File: src/rtl/countdown_timer.sv
// countdown_timer
//   Kitchen-timer countdown stage. Holds a user-set MM:SS value in BCD and
//   counts it down once every CLK_HZ clk cycles. On reaching 00:00 it raises
//   start_alarm_t to the downstream alarm stage. It pulses stop_alarm_t for one
//   cycle whenever the alarm state is left, whether by end_alarm_t or by a
//   button.
//
// Parameters
//   CLK_HZ          clk cycles per 1 s tick (>= 2)
//
// Ports
//   clk             system clock, rising edge
//   reset_n         asynchronous, active-low reset
//   btn_min         1-cycle pulse, increment minutes (SET only)
//   btn_sec         1-cycle pulse, increment seconds (SET only)
//   btn_start_stop  1-cycle pulse, start / pause / resume / silence
//   btn_clear       1-cycle pulse, clear to 00:00 and return to SET
//   end_alarm_t     alarm stage reports its sequence has finished
//   min_tens .. sec_ones  BCD display digits
//   running         high while counting down
//   start_alarm_t   level, high while in ALARM
//   stop_alarm_t    1-cycle pulse on the first cycle after leaving ALARM
module countdown_timer #(
  parameter int CLK_HZ = 1000
) (
  input  logic       clk,
  input  logic       reset_n,
  input  logic       btn_min,
  input  logic       btn_sec,
  input  logic       btn_start_stop,
  input  logic       btn_clear,
  input  logic       end_alarm_t,
  output logic [3:0] min_tens,
  output logic [3:0] min_ones,
  output logic [3:0] sec_tens,
  output logic [3:0] sec_ones,
  output logic       running,
  output logic       start_alarm_t,
  output logic       stop_alarm_t
);

  localparam int PW = (CLK_HZ > 2) ? $clog2(CLK_HZ) : 1;
  localparam logic [PW-1:0] PRESC_LAST = PW'(CLK_HZ - 1);

  typedef enum logic [1:0] {
    ST_SET   = 2'd0,
    ST_RUN   = 2'd1,
    ST_PAUSE = 2'd2,
    ST_ALARM = 2'd3
  } state_t;

  state_t        state, state_nxt;
  logic [15:0]   time_q, time_nxt;   // {min_tens, min_ones, sec_tens, sec_ones}
  logic [15:0]   time_dec;
  logic [PW-1:0] presc, presc_nxt;
  logic          tick;
  logic          running_nxt, start_alarm_nxt, stop_alarm_nxt;

  // Minutes 00..99, wrapping to 00.
  function automatic logic [7:0] inc_minutes(input logic [7:0] m);
    logic [3:0] t, o;
    t = m[7:4];
    o = m[3:0];
    if (o >= 4'd9) begin
      o = 4'd0;
      t = (t >= 4'd9) ? 4'd0 : t + 4'd1;
    end else begin
      o = o + 4'd1;
    end
    return {t, o};
  endfunction

  // Seconds 00..59, wrapping to 00 without touching the minutes.
  function automatic logic [7:0] inc_seconds(input logic [7:0] s);
    logic [3:0] t, o;
    t = s[7:4];
    o = s[3:0];
    if (o >= 4'd9) begin
      o = 4'd0;
      t = (t >= 4'd5) ? 4'd0 : t + 4'd1;
    end else begin
      o = o + 4'd1;
    end
    return {t, o};
  endfunction

  // One-second BCD decrement with borrow chain. Callers only use it on a
  // nonzero value; min_tens is held at 0 instead of underflowing.
  function automatic logic [15:0] dec_time(input logic [15:0] v);
    logic [3:0] mt, mo, st, so;
    {mt, mo, st, so} = v;
    if (so != 4'd0) begin
      so = so - 4'd1;
    end else begin
      so = 4'd9;
      if (st != 4'd0) begin
        st = st - 4'd1;
      end else begin
        st = 4'd5;
        if (mo != 4'd0) begin
          mo = mo - 4'd1;
        end else begin
          mo = 4'd9;
          if (mt != 4'd0) mt = mt - 4'd1;
        end
      end
    end
    return {mt, mo, st, so};
  endfunction

  assign tick     = (presc == PRESC_LAST);
  assign time_dec = dec_time(time_q);

  always_comb begin
    state_nxt = state;
    time_nxt  = time_q;
    presc_nxt = presc;
    case (state)
      ST_SET: begin
        if (btn_clear) begin
          time_nxt = 16'h0000;
        end else if (btn_start_stop) begin
          // Starting from 00:00 would alarm immediately; ignore it instead.
          if (time_q != 16'h0000) begin
            state_nxt = ST_RUN;
            presc_nxt = '0;
          end
        end else begin
          if (btn_min) time_nxt[15:8] = inc_minutes(time_q[15:8]);
          if (btn_sec) time_nxt[7:0]  = inc_seconds(time_q[7:0]);
        end
      end
      ST_RUN: begin
        if (btn_clear) begin
          state_nxt = ST_SET;
          time_nxt  = 16'h0000;
          presc_nxt = '0;
        end else if (btn_start_stop) begin
          // Pause wins over a coincident tick; the prescaler holds so the
          // discarded decrement happens on the first cycle after resume.
          state_nxt = ST_PAUSE;
        end else if (tick) begin
          presc_nxt = '0;
          time_nxt  = time_dec;
          if (time_dec == 16'h0000) state_nxt = ST_ALARM;
        end else begin
          presc_nxt = presc + PW'(1);
        end
      end
      ST_PAUSE: begin
        if (btn_clear) begin
          state_nxt = ST_SET;
          time_nxt  = 16'h0000;
          presc_nxt = '0;
        end else if (btn_start_stop) begin
          state_nxt = ST_RUN;
        end
      end
      ST_ALARM: begin
        time_nxt  = 16'h0000;
        presc_nxt = '0;
        if (end_alarm_t || btn_start_stop || btn_clear) state_nxt = ST_SET;
      end
      default: begin
        state_nxt = ST_SET;
        time_nxt  = 16'h0000;
        presc_nxt = '0;
      end
    endcase

    // Status outputs are registered from the next state so they change on
    // the same edge as the state itself.
    running_nxt     = (state_nxt == ST_RUN);
    start_alarm_nxt = (state_nxt == ST_ALARM);
    stop_alarm_nxt  = (state == ST_ALARM) && (state_nxt != ST_ALARM);
  end

  always_ff @(posedge clk or negedge reset_n) begin
    if (!reset_n) begin
      state         <= ST_SET;
      time_q        <= 16'h0000;
      presc         <= '0;
      running       <= 1'b0;
      start_alarm_t <= 1'b0;
      stop_alarm_t  <= 1'b0;
    end else begin
      state         <= state_nxt;
      time_q        <= time_nxt;
      presc         <= presc_nxt;
      running       <= running_nxt;
      start_alarm_t <= start_alarm_nxt;
      stop_alarm_t  <= stop_alarm_nxt;
    end
  end

  assign min_tens = time_q[15:12];
  assign min_ones = time_q[11:8];
  assign sec_tens = time_q[7:4];
  assign sec_ones = time_q[3:0];

endmodule

File: config.mk
export PLATFORM = sky130hd
export DESIGN_NAME = countdown_timer
export DESIGN_NICKNAME = d
export VERILOG_FILES = /design/src/rtl/countdown_timer.sv
export SDC_FILE = /design/constraint.sdc
export NUM_CORES = 1
export LEC_CHECK = 0
export CORE_UTILIZATION = 52
export DETAILED_ROUTE_END_ITERATION = 16
export PLACE_DENSITY = 0.76
export SLEW_MARGIN = 0
export SYNTH_ARGS = -nofsm -noshare
export SYNTH_HDL_FRONTEND = slang
export SYNTH_SLANG_ARGS = --single-unit
File: constraint.sdc
create_clock -name clk -period 2.2 [get_ports clk]
set_input_delay 0.33 -clock clk [delete_from_list [all_inputs] [get_ports clk]]
set_output_delay 0.33 -clock clk [all_outputs]
set_load 0.05 [all_outputs]
### After elaboration in Yosys (flattened, before gate mapping)

Index checks and enable logic that the tools add are counted.

| storage, ports and cells | value |
|---|---|
| register bits | 31 |
| input bits | 7 |
| output and inout port bits | 19 |

| cells by class | value |
|---|---|
| mux-type cells | 44 |
| add/subtract/negate cells | 9 |
| reduce and logical (&&, ||, !) cells | 15 |
| equal/unequal tests | 18 |
| $lt $le $gt $ge | 4 |

Operators by type and width:

| operator | number |
|---|---|
| $mux 16 | 6 |
| $mux 10 | 7 |
| $mux 4 | 16 |
| $pmux 16 s4 | 1 |
| $pmux 10 s4 | 1 |
| $ne 3x3->1 const B | 7 |
| $mux 2 | 10 |
| $add 4x1->4 const B | 4 |
| $logic_not 16->1 | 1 |
| $mux 8 | 2 |
| $reduce_bool 16->1 | 1 |
| $reduce_bool 4->1 | 4 |
| $sub 4x1->4 const B | 4 |
| $reduce_and 5->1 | 3 |
| $ge 4x4->1 const B | 3 |
| $reduce_and 6->1 | 2 |
| $add 10x1->10 const B | 1 |
| $eq 10x10->1 const B | 1 |
| $ne 2x2->1 const B | 5 |
| $pmux 2 s4 | 1 |
| $eq 2x2->1 const B | 3 |
| $eq 2x1->1 const B | 2 |
| $ge 4x3->1 const B | 1 |
| $logic_not 2->1 | 1 |
| other kinds (2) | 3 |

### Depth between registers and ports, before layout

| logic depth | value |
|---|---|
| word-level depth | 13 |
| mapped depth | 8 |
| depth with buffers taken out | 7 |

### Worst setup path before layout

No wires, ideal clock.

| path | value |
|---|---|
| kind | register to register |
| from | reg time_q[5] |
| to | reg running |
| stages on the path, launching flop included | 9 |
| arrival time | 2.269 ns |
| setup time | 0.120 ns |
| path slack | -0.189 ns |
| path through | dfrtp_1 -> inv_1 -> ha_1 -> or3b_1 -> buf_6 -> nor4_2 -> o221a_1 -> nand4_1 -> and3b_1 |

| between the ends | value |
|---|---|
| word-level cells in the longest chain between the ends | 10 |
| elaborated cells on any way between the ends | 19 |
| classes of those cells | 1 x add/sub; 1 x eq/ne; 14 x mux; 3 x reduce/logical |

Ends and longest elaborated chain:

| item | RTL line | text |
|---|---|---|
| start, declared | 53 | `logic [15:0] time_q, time_nxt;` |
| start signal, assigned | 188 | `time_q <= time_nxt;` |
| $sub 4x1->4 or $reduce_bool 4->1 (tied branches) | 97, 96 |  |
| $mux 4 | 96 | `if (st != 4'd0) begin` |
| $mux 4 | 92 | `if (so != 4'd0) begin` |
| $logic_not 16->1 | 145 | `if (time_dec == 16'h0000) state_nxt = ST_ALARM;` |
| $mux 2 | 145 |  |
| $mux 2 | 142 | `end else if (tick) begin` |
| $mux 2 | 138 | `end else if (btn_start_stop) begin` |
| $mux 2 | 134 | `if (btn_clear) begin` |
| $pmux 2 s4 * | 118 | `case (state)` |
| $eq 2x1->1 * | 173 | `running_nxt = (state_nxt == ST_RUN);` |
| named net running_nxt | 57 | `logic running_nxt, start_alarm_nxt, stop_alarm_nxt;` |
| end signal, assigned | 190 | `running <= running_nxt;` |
| end, declared | 37 | `output logic running,` |

The timed path passes the listed nets; every way through them passes the cells marked *.
A chain may end at the register's enable or synchronous reset.

### Worst setup path after layout

| path | value |
|---|---|
| from | reg time_q[1] |
| to | reg running |

| between the ends | value |
|---|---|
| word-level cells in the longest chain between the ends | 9 |
| elaborated cells on any way between the ends | 17 |
| classes of those cells | 1 x add/sub; 1 x eq/ne; 12 x mux; 3 x reduce/logical |

Ends and longest elaborated chain:

| item | RTL line |
|---|---|
| $sub 4x1->4 or $reduce_bool 4->1 (tied branches) | 93, 92 |
| $mux 4 | 92 |
| $logic_not 16->1 | 145 |
| $mux 2 | 145 |
| $mux 2 | 142 |
| $mux 2 | 138 |
| $mux 2 | 134 |
| $pmux 2 s4 * | 118 |
| $eq 2x1->1 * | 173 |
| named net running_nxt | 57 |

Marked as above.

==> flow_summary.toml <==
[route]
met3_wirelength_microns = 313
wl_met1_microns = 2900
drt-wirelength-per-cell_microns = 16.3
wl_microns = 6520
antenna_left = 0
vias = 2479
via_per_inst = 6.20
top_layer_used = "met4"
route.met2.wl_microns = 3220
drc_errors = 0
dr.first_iter.drc_count = 198
first_pass_iters = 4

[synth]
synth_top_family_by_area = "compound AO/OA/AOI/OAI gates"
ys_warn_count = 0
synth_area_per_cell_sq_um = 8.45
syn-instance-count = 292
synthXorXnorAreaFrac_pct = 0.355
synth_compound_area_share_pct = 27.0
syn_nets = 312
synthArstFlopShare_pct = 100
synth.area.mux_share_pct = 2.13
synthAdderAreaFrac_pct = 6.59
syn-cell-area_sq_mm = 0.00247
synth_seq_area_share_pct = 31.4
yosys.area_share.simple_pct = 26.8
synth_cell_types = 60
ys_ff_latch = 31
synth_edf_count = 0
ys.flop_type = "dfrtp_1"

[cts]
insertion_delay_ns = 0.28
clkTransAtPathRegs_ns = 0.07
clock_sinks = 31
ctsHoldBuffers = 0
cts_tree = "done"
cts-root-buf = "clkbuf_8"
cts_buffers = 5
clock_path_buffers = 2
h-tree-depth = 2

[pwr]
p_leak_nw = 1.32
finalPower_w = 0.00359
p_int_w = 0.00192
clockPowerShare_pct = 13.1
seq_power_share_pct = 21.5
p_switching_w = 0.00167
irDropWorstVdd_uv = 599
pwr-share-comb_pct = 65.4
p_per_area_mw_per_mm2 = 1120
swShare_pct = 46.5

[sta]
tightest_slew_ns = 0.703
hold_viol = 0
fin_crit_ns = 2.11
fin_crit_sh_pct = 95.8
slew_headroom_pct = 52.6
fin_skew_ns = 0.00832
rsz0062_at_grt = "true"
finalMaxSlewViolations = 0
finalSetupViolations = 0
fmax_mhz = 474
finalSetupTns_ns = 0

[finish]
nNetsFinal = 367
syn_to_final_growth_pct = 29.4
fin_area_sq_mm = 0.00319
drive_gt1_share_pct = 23.9
num-fill-cells = 367
n_antenna_cell = 0
final_common_cell = "buf_4"
mostFrequentLayoutCells = "38 x buf_4, 30 x o21ai_0, 25 x clkdlybuf4s50_1, 25 x dfrtp_1, 20 x nand2_1"

[critical_path]
arrival_ns = 2.28
critical-path-slowest-cell = "dfrtp_2"
crit_fanout = 7
cpPeakStageDelay_ns = 0.40
required_ns = 2.37
worstSetupStartpointType = "flip-flop"
end_kind = "flip-flop"
path_class = "reg -> reg"
crit_chain = "inv_1 -> ha_4 -> nor3b_4 -> nand3_1 -> a2111oi_4 -> nand4_1 -> and3b_1"

[grt]
grt_use_total_pct = 27.2
grt.overflow.total = 0
grt_max_degree = 32
grt_pass1_wl_microns = 10800
grt_pass1_vias = 2324
antenna_found_initial = 0

[die]
dieArea_sq_mm = 0.00502
rows = 24
die-height_microns = 70.9
fp.coreArea_sq_mm = 0.00444
io_pins = 26
start_util_pct = 55.5
die_x_microns = 70.9

[placement]
placed_cell_area_sq_mm = 0.00297
dp_hpwl_microns = 4600
io_buffers = 25
gp_congestion = 0.883

[status]
status = "finished, final reports clean"

[run]
maxCapViolCount = 0

[hold_path]
min_path_type = "in -> async"
synthesized netlist by cell type (3+ instances only):
master	number	area [sq um]
nor3b_1	5	37.5
ha_1	13	163
nand2b_1	3	18.8
nor4_1	3	18.8
nand4_1	6	37.5
a22o_1	6	52.6
mux2i_1	3	30.0
a21o_1	4	30.0
nor2b_1	7	43.8
o211ai_1	4	30.0
nor2_1	19	71.3
nor3_1	6	30.0
dfrtp_1	31	776
a21oi_1	14	70.1
inv_1	16	60.1
and3_1	6	37.5
nor3b_2	3	37.5
buf_2	7	35.0
or3_1	3	18.8
o31ai_1	9	67.6
o21ai_0	30	150
or3b_2	3	26.3
nand3_1	13	65.1
nand2_1	20	75.1
a31oi_1	5	31.3
nand3b_1	4	30.0
clkbuf_1	6	22.5
power groups by stage:
stage / sequential [W] / clock [W] / combinational [W]
final: 0.000771 / 0.000472 / 0.00235
after global routing: 0.000784 / 0.000505 / 0.00253
after CTS: 0.000771 / 0.000480 / 0.00214
after detailed placement: 0.000778 / 0 / 0.00211
after global placement: 0.000775 / 0 / 0.00207
after floorplan: 0.00112 / 0 / 0.00107
path summary, 6_finish.rpt:
| check | start | to | slack, ns | depth (start not counted) |
|---|---|---|---|---|
| max | time_q[1] | running | 0.09 | 7 |
| min | reset_n | time_q[14] | 0.44 | 2 |
| max reg2reg | time_q[1] | running | 0.09 | 7 |
| min reg2reg | presc[9] | presc[9] | 0.47 | 1 |
| max in group asynchronous | reset_n | time_q[0] | 1.42 | 2 |
| min in group clk | presc[9] | presc[9] | 0.47 | 1 |
through the flow:
| stage | utilization (%) | hold WS (ns) | std cells | worst slack, ns |
|---|---|---|---|---|
| floorplan | - | 0.0344 | 292 | 0.0101 |
| global placement | 66.9 | 0.462 | 387 | -0.0472 |
| detailed placement | 66.9 | 0.464 | 387 | -0.0595 |
| CTS | 69.1 | 0.462 | 395 | 0.00478 |
| global route | 71.8 | 0.502 | 400 | -0.0292 |
| finish | 71.8 | 0.439 | 400 | 0.0923 |
timing repair:
item / in CTS / in global routing
gates resized for setup: 2 / 14
buffers inserted: 0 / 5
pin swaps: 0 / 5
hold endpoints to repair: 0 / 0
setup endpoints to repair: 2 / 16
logic make-up after synthesis:
logic type               count (synthesis)
AO/OA/AOI/OAI                           98
XOR/XNOR                                 1
adder cells (fa/ha/maj)                 13
buffers and inverters                   31
flip-flops                              31
multiplexers                             5
AND/OR/NAND/NOR                        113
registers in the layout (all words and copies together), names as in the netlist:
register and flops:
time_q 16, running 1, presc 10, start_alarm_t 1
state 2, stop_alarm_t 1
layout make-up:
class,instances,area [sq um],share of cell area [%]
clock buffer,7,86.3,2.70
timing repair buffer,63,536,16.8
multi-input combinational,230,1660,51.9
tap,52,65.1,2.04
inverter,16,60.1,1.88
sequential,31,783,24.5
clock inverter,1,5.00,0.157
worst max-delay path, delay by kind of cell, from the launching register on:
family | cells | cell delay, ns
adders and majority gates | 1 | 0.18
DFF | 1 | 0.40
AOI/OAI and AO/OA | 1 | 0.37
buffers and inverters | 1 | 0.11
and+or+nand+nor | 4 | 0.93
routing by layer:
layer / GRT usage (%) / vias to the layer above
met3: 3.99 / 11
met2: 46.7 / 70
met5: 0 / -
met1: 35.5 / 1195
met4: 8.44 / 0
li1: - / 1203
(Power assumes the default switching activity.)
